`src/rtl/seg_seq_ctrl.sv`:
```
// seg_seq_ctrl: takes a six-digit display update request and writes it to a
// seven-segment display peripheral over APB. Writes 0..5 carry one digit each
// plus its decimal point, and write 6 carries the scan-enable control bit.
// Optional feature macro: SEG_BLINK_EN. When it is defined, a free-running
// counter periodically rewrites the control register with a toggling phase,
// which makes the display blink. When it is undefined there is no counter and
// the control register changes only on requests.
module seg_seq_ctrl #(
  parameter int BLINK_CYCLES = 25_000_000
) (
  input  logic        clk,
  input  logic        rst,
  input  logic        req_valid,
  output logic        req_ready,
  input  logic [23:0] req_digits,
  input  logic [5:0]  req_dp,
  input  logic        req_scan_en,
  output logic        done,
  output logic        busy,
  output logic        psel,
  output logic        penable,
  output logic        pwrite,
  output logic [3:0]  paddr,
  output logic [31:0] pwdata
);

  localparam logic [2:0] S_IDLE         = 3'd0;
  localparam logic [2:0] S_SETUP        = 3'd1;
  localparam logic [2:0] S_ACCESS       = 3'd2;
`ifdef SEG_BLINK_EN
  localparam logic [2:0] S_BLINK_SETUP  = 3'd3;
  localparam logic [2:0] S_BLINK_ACCESS = 3'd4;
`endif

  logic [2:0]  r_state;
  logic [2:0]  r_idx;
  logic [23:0] r_digits;
  logic [5:0]  r_dp;
  logic        r_scan;
  logic        r_ready;
  logic        r_done;
  logic        r_busy;
  logic        r_psel;
  logic        r_penable;
  logic        r_pwrite;
  logic [3:0]  r_paddr;
  logic [31:0] r_pwdata;

  logic        w_accept;
  logic [2:0]  w_next_idx;
  logic [31:0] w_first_word;
  logic [31:0] w_next_word;

  // Data word for write idx: a digit with its dot for 0..5, the control bit otherwise.
  function automatic logic [31:0] f_word(input logic [23:0] digits, input logic [5:0] dp,
                                         input logic scan, input logic [2:0] idx);
    logic [31:0] w;
    w = '0;
    case (idx)
      3'd0:    w = {24'h0, dp[0], 3'b000, digits[3:0]};
      3'd1:    w = {24'h0, dp[1], 3'b000, digits[7:4]};
      3'd2:    w = {24'h0, dp[2], 3'b000, digits[11:8]};
      3'd3:    w = {24'h0, dp[3], 3'b000, digits[15:12]};
      3'd4:    w = {24'h0, dp[4], 3'b000, digits[19:16]};
      3'd5:    w = {24'h0, dp[5], 3'b000, digits[23:20]};
      default: w = {31'h0, scan};
    endcase
    return w;
  endfunction

  assign w_accept     = (r_state == S_IDLE) && req_valid && r_ready;
  assign w_next_idx   = r_idx + 3'd1;
  assign w_first_word = f_word(req_digits, req_dp, req_scan_en, 3'd0);
  assign w_next_word  = f_word(r_digits, r_dp, r_scan, w_next_idx);

`ifdef SEG_BLINK_EN
  localparam int CNT_W = (BLINK_CYCLES > 1) ? $clog2(BLINK_CYCLES) : 1;
  localparam logic [CNT_W-1:0] CNT_MAX = CNT_W'(BLINK_CYCLES - 1);

  logic [CNT_W-1:0] r_cnt;
  logic             r_pending;
  logic             r_phase;
  logic             w_wrap;
  logic             w_blink_start;

  assign w_wrap        = (r_cnt == CNT_MAX);
  assign w_blink_start = (r_state == S_IDLE) && !req_valid && r_pending;

  // Free-running blink period counter, wrapping once every BLINK_CYCLES clocks.
  always_ff @(posedge clk or posedge rst) begin
    if (rst) begin
      r_cnt <= '0;
    end else if (w_wrap) begin
      r_cnt <= '0;
    end else begin
      r_cnt <= r_cnt + 1'b1;
    end
  end

  // One outstanding blink at most; a wrap on the service edge re-arms it.
  always_ff @(posedge clk or posedge rst) begin
    if (rst) begin
      r_pending <= 1'b0;
    end else if (w_wrap) begin
      r_pending <= 1'b1;
    end else if (w_blink_start) begin
      r_pending <= 1'b0;
    end
  end

  // Phase restarts lit on every new request and flips on every blink write.
  always_ff @(posedge clk or posedge rst) begin
    if (rst) begin
      r_phase <= 1'b1;
    end else if (w_accept) begin
      r_phase <= 1'b1;
    end else if (w_blink_start) begin
      r_phase <= ~r_phase;
    end
  end
`else
  // The plain build has no blink hardware; the period only shapes the blink build.
  if (BLINK_CYCLES < 1) begin : g_blink_cycles_unused
  end
`endif

  // Sequencer: every output is a register loaded with its value for the next cycle.
  always_ff @(posedge clk or posedge rst) begin
    if (rst) begin
      r_state   <= S_IDLE;
      r_idx     <= '0;
      r_digits  <= '0;
      r_dp      <= '0;
      r_scan    <= 1'b0;
      r_ready   <= 1'b0;
      r_done    <= 1'b0;
      r_busy    <= 1'b0;
      r_psel    <= 1'b0;
      r_penable <= 1'b0;
      r_pwrite  <= 1'b0;
      r_paddr   <= '0;
      r_pwdata  <= '0;
    end else begin
      r_done <= 1'b0;
      case (r_state)
        S_IDLE: begin
          if (w_accept) begin
            r_digits  <= req_digits;
            r_dp      <= req_dp;
            r_scan    <= req_scan_en;
            r_state   <= S_SETUP;
            r_idx     <= 3'd0;
            r_psel    <= 1'b1;
            r_penable <= 1'b0;
            r_pwrite  <= 1'b1;
            r_paddr   <= 4'd0;
            r_pwdata  <= w_first_word;
            r_ready   <= 1'b0;
            r_busy    <= 1'b1;
          end
`ifdef SEG_BLINK_EN
          else if (w_blink_start) begin
            r_state   <= S_BLINK_SETUP;
            r_psel    <= 1'b1;
            r_penable <= 1'b0;
            r_pwrite  <= 1'b1;
            r_paddr   <= 4'd6;
            r_pwdata  <= {31'h0, r_scan & r_phase};
            r_ready   <= 1'b0;
            r_busy    <= 1'b1;
          end
`endif
          else begin
            r_ready <= 1'b1;
          end
        end
        S_SETUP: begin
          r_state   <= S_ACCESS;
          r_penable <= 1'b1;
        end
        S_ACCESS: begin
          if (r_idx == 3'd6) begin
            r_state   <= S_IDLE;
            r_psel    <= 1'b0;
            r_penable <= 1'b0;
            r_pwrite  <= 1'b0;
            r_paddr   <= '0;
            r_pwdata  <= '0;
            r_ready   <= 1'b1;
            r_busy    <= 1'b0;
            r_done    <= 1'b1;
          end else begin
            r_state   <= S_SETUP;
            r_idx     <= w_next_idx;
            r_penable <= 1'b0;
            r_paddr   <= {1'b0, w_next_idx};
            r_pwdata  <= w_next_word;
          end
        end
`ifdef SEG_BLINK_EN
        S_BLINK_SETUP: begin
          r_state   <= S_BLINK_ACCESS;
          r_penable <= 1'b1;
        end
        S_BLINK_ACCESS: begin
          r_state   <= S_IDLE;
          r_psel    <= 1'b0;
          r_penable <= 1'b0;
          r_pwrite  <= 1'b0;
          r_paddr   <= '0;
          r_pwdata  <= '0;
          r_ready   <= 1'b1;
          r_busy    <= 1'b0;
        end
`endif
        default: begin
          r_state   <= S_IDLE;
          r_psel    <= 1'b0;
          r_penable <= 1'b0;
          r_pwrite  <= 1'b0;
          r_paddr   <= '0;
          r_pwdata  <= '0;
          r_ready   <= 1'b1;
          r_busy    <= 1'b0;
        end
      endcase
    end
  end

  assign req_ready = r_ready;
  assign done      = r_done;
  assign busy      = r_busy;
  assign psel      = r_psel;
  assign penable   = r_penable;
  assign pwrite    = r_pwrite;
  assign paddr     = r_paddr;
  assign pwdata    = r_pwdata;

endmodule

```
`config.mk`:
```
export PLATFORM = sky130hd
export DESIGN_NAME = seg_seq_ctrl
export DESIGN_NICKNAME = d
export VERILOG_FILES = /design/src/rtl/seg_seq_ctrl.sv
export SDC_FILE = /design/constraint.sdc
export NUM_CORES = 1
export LEC_CHECK = 0
export BUFFER_PORTS_ARGS = -buffer_cell sky130_fd_sc_hd__buf_2
export CORE_ASPECT_RATIO = 2
export CORE_MARGIN = 2
export CORE_UTILIZATION = 40
export DETAILED_ROUTE_END_ITERATION = 7
export GPL_ROUTABILITY_DRIVEN = 0
export PLACE_DENSITY = 0.65
export SLEW_MARGIN = 40
export SYNTH_ARGS = -nofsm -noshare
export SYNTH_HDL_FRONTEND = slang
export SYNTH_SLANG_ARGS = --single-unit
```
`constraint.sdc`:
```
create_clock -name clk -period 1.6 [get_ports clk]
set_input_delay 0.24 -clock clk [delete_from_list [all_inputs] [get_ports clk]]
set_output_delay 0.24 -clock clk [all_outputs]
set_load 0.03 [all_outputs]
```
==> results of run 1 <==
## sequential cells by signal, indices dropped and copies added (netlist names)
signal     count
done           1
paddr          3
pwdata         5
pwrite         1
r_digits      24
r_dp           6
r_idx          3
r_scan         1
r_state        2
req_ready      1
## critical path, cell delays in order, from the launching register on
cell and delay [ns]:
dfrtp_2 0.41, inv_2 0.08, ha_2 0.21, a222oi_1 0.36
mux2i_1 0.12, o211ai_1 0.21, a21oi_1 0.09
## path summary, 6_finish.rpt
| kind | startpoint | to | cells after the start |
|---|---|---|---|
| max | r_idx[1] | pwdata[1] | 6 |
| min | req_dp[3] | r_dp[3] | 3 |
| max reg2reg | r_idx[1] | pwdata[1] | 6 |
| min reg2reg | r_digits[11] | r_digits[11] | 2 |
| max in group asynchronous | rst | r_idx[1] | 4 |
| min in group asynchronous | rst | r_dp[3] | 3 |
## repair_timing
item / CTS / global route
hold buffers: 1 / 0
cloned: 0 / 0
setup buffers: 0 / 2
setup endpoints to repair: 9 / 9
gates resized for setup: 4 / 15
pin swaps: 1 / 2
hold endpoints to repair: 14 / 0
## cells in the mapped netlist
library cell	instances	share of area [%]
nand2_1	104	17
dfrtp_1	47	50
buf_4	30	9.6
a221oi_1	7	2.6
clkbuf_1	7	1.1
a22oi_1	6	1.9
a21oi_1	5	1.1
ha_1	5	2.7
inv_1	5	0.80
mux2i_1	5	2.1
nor2_1	5	0.80
buf_2	4	0.85
o21ai_0	4	0.85
nand2b_1	3	0.80
a21o_1	2	0.64
a221o_1	2	0.85
o211ai_1	2	0.64
o31ai_1	2	0.64
a222oi_1	1	0.43
a31o_2	1	0.37
and2_1	1	0.27
and3_1	1	0.27
clkbuf_2	1	0.21
conb_1	1	0.16
nand3_1	1	0.21
nand3b_1	1	0.32
nor2b_1	1	0.27
o21a_1	1	0.32
o21ai_1	1	0.21
o2bb2ai_1	1	0.37
o32ai_2	1	0.69
xnor2_2	1	0.69
xor2_2	1	0.69
## cells by family after synthesis
family / share of synthesized area [%]
xor+xnor: 1.38
buf+inv: 12.6
simple gates: 19.5
compound gates: 11.6
flops: 50.0
fa+ha+maj: 2.66
mux: 2.13
other cells: 0.159
## cell type report
cell class | instances | area [sq um]
multi-input cells | 193 | 1080
flip-flops and latches | 47 | 1180
clock buffers | 6 | 129
repair buffers | 67 | 413
clock inverters | 2 | 60.1
fillers | 573 | 2760
inverters | 5 | 18.8
well taps | 61 | 76.3
## per-stage QoR
stage / utilization [%] / setup TNS [ns] / instance area [sq um]
floorplan: - / 0 / 2460
global placement: 46.3 / -0.0508 / 2640
detailed placement: 46.3 / -0.357 / 2640
CTS: 50.1 / -0.0627 / 2860
global route: 51.7 / -0.134 / 2950
finish: 51.7 / 0 / 2950
## metal layers
layer / part of all wire [%] / GRT usage [%] / up-vias
met5: 0 / 0 / -
li1: - / - / 908
met2: 57 / 34.8 / 62
met1: 36 / 18.5 / 932
met3: 4.7 / 3.46 / 10
met4: 2.8 / 9.46 / 0
## report_power, final
group | total [mW] | internal (mW) | switching, mW
clock | 1.33 | 0.895 | 0.434
sequential | 2.19 | 1.73 | 0.460
combinational | 2.84 | 1.18 | 1.66
==> results.cfg, run 1 <==
[cts]
cts_made_buffers = 5
clk_latency_ns = 0.29
cts_sinks = 47
clk_pin_slew_worst_paths_ns = 0.06
ctsHtreeMaxLevel = 2
cts_max_path_buffers = 2
tritoncts = done
cts_root_buffer = clkbuf_16

[sta]
slew_violations = 0
setup_viol = 0
period_needed_ns = 1.59
hold_ws_ns = 0.133
fin_ws_ns = 0.00855
fin_skew_ns = 0.00557
grt_setup_unrepaired = true
post-route-period-util_pct = 99.5
fmax_ghz = 0.628
finalHoldViolations = 0

[die]
die_x_microns = 58.2
core-area_sq_um = 5710
die_y_microns = 112
initial_utilization_pct = 41.2
die_area_sq_um = 6550
ios = 76
rows = 39

[finish]
fin_cells = 381
final_common_cell = nand2_1
diodes = 0
drive_above_1_share_pct = 29.1
layout_common_cells = nand2_1 (104), buf_2 (47), dfrtp_1 (45)
nNetsFinal = 358
area_delta_synth_final_pct = 25.6

[power_and_ir_drop]
ir_worst_vdd_v = 0.00128
pwr_density_cell_nw_per_um2 = 2150
p_leak_nw = 1.56
total_power_mw = 6.36

[route]
drt_first_pass_iters = 4
wl_per_cell_microns = 14.9
via_count = 1912
drt_wl_total_microns = 5670
ant_nets = 0
first_iter_violations = 53
avgViaCountPerCell = 5.02
drcViolationCount = 0

[placed_design]
place_inst = 370
io_buffers = 47
dp_slack_ns = -0.0719
hpwlAfterDp_microns = 4310

[logic_synthesis]
seq_area_frac_synth_pct = 50.0
syn-cell-area_sq_um = 2350
avgSynthCellArea_sq_um = 9.05
ys_seq_elements = 47
yosys_warnings = 0
synth_cells = 260
synthDistinctLibCells = 33

[worst_setup_path]
end_kind = register
r2r_slack_ns = 0.009
crit_path_max_fanout = 6
required_ns = 1.77
crit_arrival_ns = 1.76
startpoint_type = register
critical_path_class = reg2reg

[grt]
grt_pass1_wl_microns = 9100
gr-total-overflow = 0
antenna_found_initial = 0
grt_usage_pct = 18.6
grt_pass1_vias = 1930
grt_max_degree = 25

[job]
cap_violations = 0

[run_status]
status = complete, no violations

[worst_hold_path]
hp-class = in2reg
Power figures use the tool's default switching activity.
==> inputs of run 2 (changes only) <==
Settings changed: ABC_AREA from default to 1, PLACE_DENSITY 0.65 to 0.67.
==> results.cfg, run 2 <==
[die]
die_x_microns = 59.8
rows = 40
die_area_sq_um = 6900
ios = 76
die_y_microns = 116
initial_utilization_pct = 41.4
core-area_sq_um = 6010

[worst_setup_path]
crit_chain = ha_4 -> inv_4 -> nand2_4 -> buf_4 -> nand2_4 -> nand3_1 -> nand2_1 -> nor2_1 -> nand2_1 -> nand2_1 -> nand2_1 -> nand2_1 -> nand2_1
crit_arrival_ns = 1.76
end_kind = register
crit_path_max_fanout = 6
required_ns = 1.79
startpoint_type = register
cpMaxStageDelayCell = dfrtp_1
critPathBufInv = 2
crit_path_frequent_cell = nand2_1
slowest_delay_ns = 0.42
cp_top_family = simple AND/OR/NAND/NOR gates
critical_path_class = reg2reg

[logic_synthesis]
yosys_warnings = 0
syn-cell-area_sq_um = 2490
ys_seq_elements = 47
yosys.area_share.simple_pct = 34.1
synthXorXnorAreaFrac_pct = 0
yosys.area_share.adder_pct = 2.52
synth_edf_count = 0
avgSynthCellArea_sq_um = 7.51
synth_top_cell_by_area = dfrtp_1
synth_cells = 331
synth_commonest_cells = nand2_1 (175), dfrtp_1 (47), buf_4 (30), inv_1 (20), nand3_1 (16)
synth_top_family_by_area = simple AND/OR/NAND/NOR gates
netlist.area_leader.share_pct = 47.3
seq_area_frac_synth_pct = 47.3
synth_flop_cell = dfrtp_1
synthArstFlopShare_pct = 100
synth_compound_area_share_pct = 1.91
synth_area_leaders = dfrtp_1 (47%), nand2_1 (26%), buf_4 (9.1%), nand3_1 (3.2%), inv_1 (3.0%)
yosysMostFrequentCell = nand2_1
synthDistinctLibCells = 21
synth_mux_area_share_pct = 0

[job]
cap_violations = 0

[cts]
cts_root_buffer = clkbuf_16
tritoncts = done
clk_latency_ns = 0.29
cts_sinks = 47
cts_max_path_buffers = 2
ctsHtreeMaxLevel = 2
clk_pin_slew_worst_paths_ns = 0.06
cts_made_buffers = 5

[sta]
finalHoldViolations = 0
period_needed_ns = 1.57
fin_skew_ns = 0.00405
post-route-period-util_pct = 98.2
setup_viol = 0
grt_setup_unrepaired = true
fmax_ghz = 0.637
slew_violations = 0

[route]
avgViaCountPerCell = 4.59
met1_length_microns = 2060
drcViolationCount = 0
drt_wl_total_microns = 5460
ant_nets = 0
drt_first_pass_iters = 4
via_count = 2091
dr_wl_met2_microns = 3000
met3_length_microns = 240
routed.top_layer = met4
wl_per_cell_microns = 12.0
first_iter_violations = 57

[grt]
grt_pass1_vias = 1983
gr-total-overflow = 0
grt_max_degree = 48
grt_pass1_wl_microns = 8980
antenna_found_initial = 0
grt_usage_pct = 17.6

[placed_design]
hpwlAfterDp_microns = 3990
io_buffers = 47
placed_area_sq_um = 2760

[power_and_ir_drop]
ir_worst_vdd_v = 0.00102
p_leak_nw = 1.78
pwr_density_cell_nw_per_um2 = 2010

[finish]
area_delta_synth_final_pct = 25.7
design_area_sq_um = 3130
drive_above_1_share_pct = 25.4
layout_common_cells = nand2_1 (172), dfrtp_1 (47), buf_2 (47)
top_register = r_digits
largest_reg_flops = 24
multi_input_comb_area_sq_um = 1200
utilization_pct = 52.1
diodes = 0
nNetsFinal = 431
fillCellCount = 590
seq_area_sq_um = 1180
final_common_cell = nand2_1

[worst_hold_path]
hp-class = in2reg

[run_status]
status = complete, no violations
-- run 2: changes by cell type after synthesis, sizes merged, moves of 5 or more --
cell / delta
nand2: +73
inv: +16
nand3: +16
nor2: +8
a221oi: -7
a22oi: -6
clkbuf: -6
a21oi: -5
mux2i: -5
-- run 2: power breakdown --
| part | leakage (nW) | switching, mW | internal [mW] |
|---|---|---|---|
| Combinational | 1.10 | 1.86 | 1.11 |
| Sequential | 0.592 | 0.379 | 1.73 |
| Clock | 0.0868 | 0.434 | 0.776 |
| Total | 1.78 | 2.68 | 3.61 |
-- run 2: final timing paths --
kind | start | end | slack, ns | cells past startpoint
max | r_idx[1] | pwdata[3] | 0.03 | 13
min | req_digits[23] | r_digits[23] | 0.14 | 3
max reg2reg | r_idx[1] | pwdata[3] | 0.03 | 13
min reg2reg | paddr[2] | paddr[2] | 0.47 | 2
max in group asynchronous | rst | paddr[0] | 0.85 | 4
min in group asynchronous | rst | r_digits[2] | 0.53 | 4
-- run 2: logic make-up after synthesis --
logic type	count (synthesis)
buffers and inverters	60
adders and majority gates	5
and+or+nand+nor	211
DFF	47
other	1
AOI/OAI and AO/OA	7
-- run 2: metrics by stage --
stage / setup TNS [ns] / std cells / setup WS (ns) / hold slack (ns) / total power, mW
CTS: 0 / 454 / 0.0133 / 0.135 / 6.02
global placement: -0.276 / 444 / -0.0790 / 0.297 / 4.64
floorplan: 0 / 358 / 0.0691 / 0.350 / 3.97
detailed placement: -0.391 / 444 / -0.100 / 0.304 / 4.69
finish: 0 / 456 / 0.0291 / 0.140 / 6.29
global route: -0.471 / 456 / -0.139 / 0.143 / 6.82
-- run 2: area by class of cell --
| class | count | share of cell area [%] |
|---|---|---|
| inverters | 21 | 2.92 |
| multi-input cells | 252 | 38.5 |
| flip-flops and latches | 47 | 37.6 |
| repair buffers | 65 | 12.9 |
| well taps | 63 | 2.52 |
| clock inverters | 2 | 1.12 |
| clock buffers | 6 | 4.44 |
-- run 2: tightest hold or removal path: stages --
cell and delay, ns:
buf_2 0.07, nand2_1 0.04, nand2_1 0.04
-- run 2: timing repair --
action                     4_1_cts  5_1_grt
setup endpoints to repair        6        5
pin swaps                        1       15
hold endpoints to repair        38        0
setup buffers                    0        2
hold buffers                     1        0
gates cloned                     1        0
resized for setup               11       32
-- run 2: per-layer routing --
metal	vias to the layer above	track usage, %
li1	1072	-
met1	941	17.4
met2	69	32.8
met3	9	3.01
met4	0	9.93
met5	-	0
==> inputs of run 3 (changes only) <==
Settings changed: CTS_BUF_LIST from default to sky130_fd_sc_hd__clkbuf_8.
==> results.cfg, run 3 (synthesized netlist as in run 2, its figures left out) <==
[worst_setup_path]
cpMaxStageDelayCell = dfrtp_1
critical_path_class = reg2reg
slowest_delay_ns = 0.42
critPathBufInv = 3
end_kind = register
crit_path_max_fanout = 7
startpoint_type = register
crit_arrival_ns = 1.78
crit_path_frequent_cell = nand2_1
cp_top_family = simple AND/OR/NAND/NOR gates
required_ns = 1.81
crit_chain = buf_6 -> inv_6 -> ha_4 -> buf_6 -> nand3_1 -> nand2_1 -> nor2_2 -> nand2_1 -> nand2_1 -> nand2_1 -> nand2_1 -> nand2_1

[cts]
cts_max_path_buffers = 2
cts_root_buffer = clkbuf_8
clk_latency_ns = 0.31
tritoncts = done
cts_made_buffers = 5
ctsHtreeMaxLevel = 2
cts_sinks = 47
clk_pin_slew_worst_paths_ns = 0.09

[grt]
antenna_found_initial = 0
grt_pass1_wl_microns = 8910
grt_max_degree = 48
gr-total-overflow = 0
grt_usage_pct = 17.4
grt_pass1_vias = 2015

[sta]
fmax_ghz = 0.637
hold_ws_ns = 0.118
slew_violations = 0
finalHoldViolations = 0
post-route-period-util_pct = 98.1
grt_setup_unrepaired = true
period_needed_ns = 1.57
fin_skew_ns = 0.00388
setup_viol = 0

[die]
die_x_microns = 59.8
rows = 40
core-area_sq_um = 6010
die_area_sq_um = 6900
initial_utilization_pct = 41.4
die_y_microns = 116
ios = 76

[finish]
top_register = r_digits
nNetsFinal = 430
area_delta_synth_final_pct = 23.2
drive_above_1_share_pct = 25.8
diodes = 0
largest_reg_flops = 24
fin_cells = 455
final_common_cell = nand2_1
layout_common_cells = nand2_1 (171), dfrtp_1 (47), buf_2 (47)
fillCellCount = 602
design_area_sq_um = 3060
utilization_pct = 51.0

[route]
drcViolationCount = 0
first_iter_violations = 87
avgViaCountPerCell = 4.58
drt_wl_total_microns = 5440
ant_nets = 0
via_count = 2082
wl_per_cell_microns = 11.9
drt_first_pass_iters = 4

[power_and_ir_drop]
pwr_density_cell_nw_per_um2 = 1950
p_leak_nw = 1.75
ir_worst_vdd_v = 0.000848

[placed_design]
place_inst = 444
placed_area_sq_um = 2760
io_buffers = 47
hpwlAfterDp_microns = 3990

[worst_hold_path]
hp-class = in2reg

[run_status]
status = complete, no violations

[job]
cap_violations = 0
==> run 3: per-stage QoR <==
| step | setup TNS, ns | total power, mW | setup WS, ns |
|---|---|---|---|
| 6_report | 0 | 5.97 | 0.0302 |
| 5_1_grt | -0.390 | 6.49 | -0.119 |
| 4_1_cts | 0 | 5.72 | 0.00156 |
| 3_5_place_dp | -0.391 | 4.69 | -0.100 |
| 3_3_place_gp | -0.276 | 4.64 | -0.0790 |
| 2_1_floorplan | 0 | 3.97 | 0.0691 |
==> run 3: area by class of cell <==
| cell class | instances | area, sq um | share of cell area (%) |
|---|---|---|---|
| Clock inverter | 2 | 35.0 | 1.14 |
| Timing Repair Buffer | 64 | 393 | 12.8 |
| Sequential cell | 47 | 1180 | 38.4 |
| Multi-Input combinational cell | 252 | 1210 | 39.4 |
| Inverter | 21 | 91.3 | 2.98 |
| Tap cell | 63 | 78.8 | 2.57 |
| Clock buffer | 6 | 82.6 | 2.69 |
==> run 3: report_power, final <==
part | total (mW) | switching (mW) | leakage, nW | internal (mW)
sequential | 2.10 | 0.377 | 0.592 | 1.72
combinational | 2.96 | 1.87 | 1.10 | 1.09
clock | 0.910 | 0.404 | 0.0612 | 0.506
total | 5.97 | 2.65 | 1.75 | 3.31
==> run 3: worst min-delay path, cell delays in order <==
cell and delay, ns:
buf_2 0.07, nand2_1 0.04, nand2_1 0.04
==> run 3: layer usage <==
layer,vias up,GRT usage (%),wire [microns]
met5,-,0,0
met4,0,10.4,163
met3,10,3.01,231
met2,66,32.2,2980
met1,937,17.1,2060
li1,1069,-,-
==> run 3: timing repair <==
action / 4_1_cts / 5_1_grt
resized for setup: 11 / 33
setup buffers: 1 / 0
pin swaps: 1 / 13
hold buffers: 1 / 0
cloned: 1 / 0
setup endpoints to repair: 7 / 5
hold endpoints to repair: 47 / 0
==> run 3: path summary, 6_finish.rpt <==
path	start	to	slack, ns	depth (start not counted)
setup / recovery	r_idx[1]	pwdata[2]	0.03	12
hold / removal	req_digits[11]	r_digits[11]	0.12	3
setup reg to reg	r_idx[1]	pwdata[2]	0.03	12
hold reg to reg	paddr[2]	paddr[2]	0.47	2
max in group asynchronous	rst	r_idx[0]	0.88	4
min in group asynchronous	rst	r_digits[3]	0.50	4
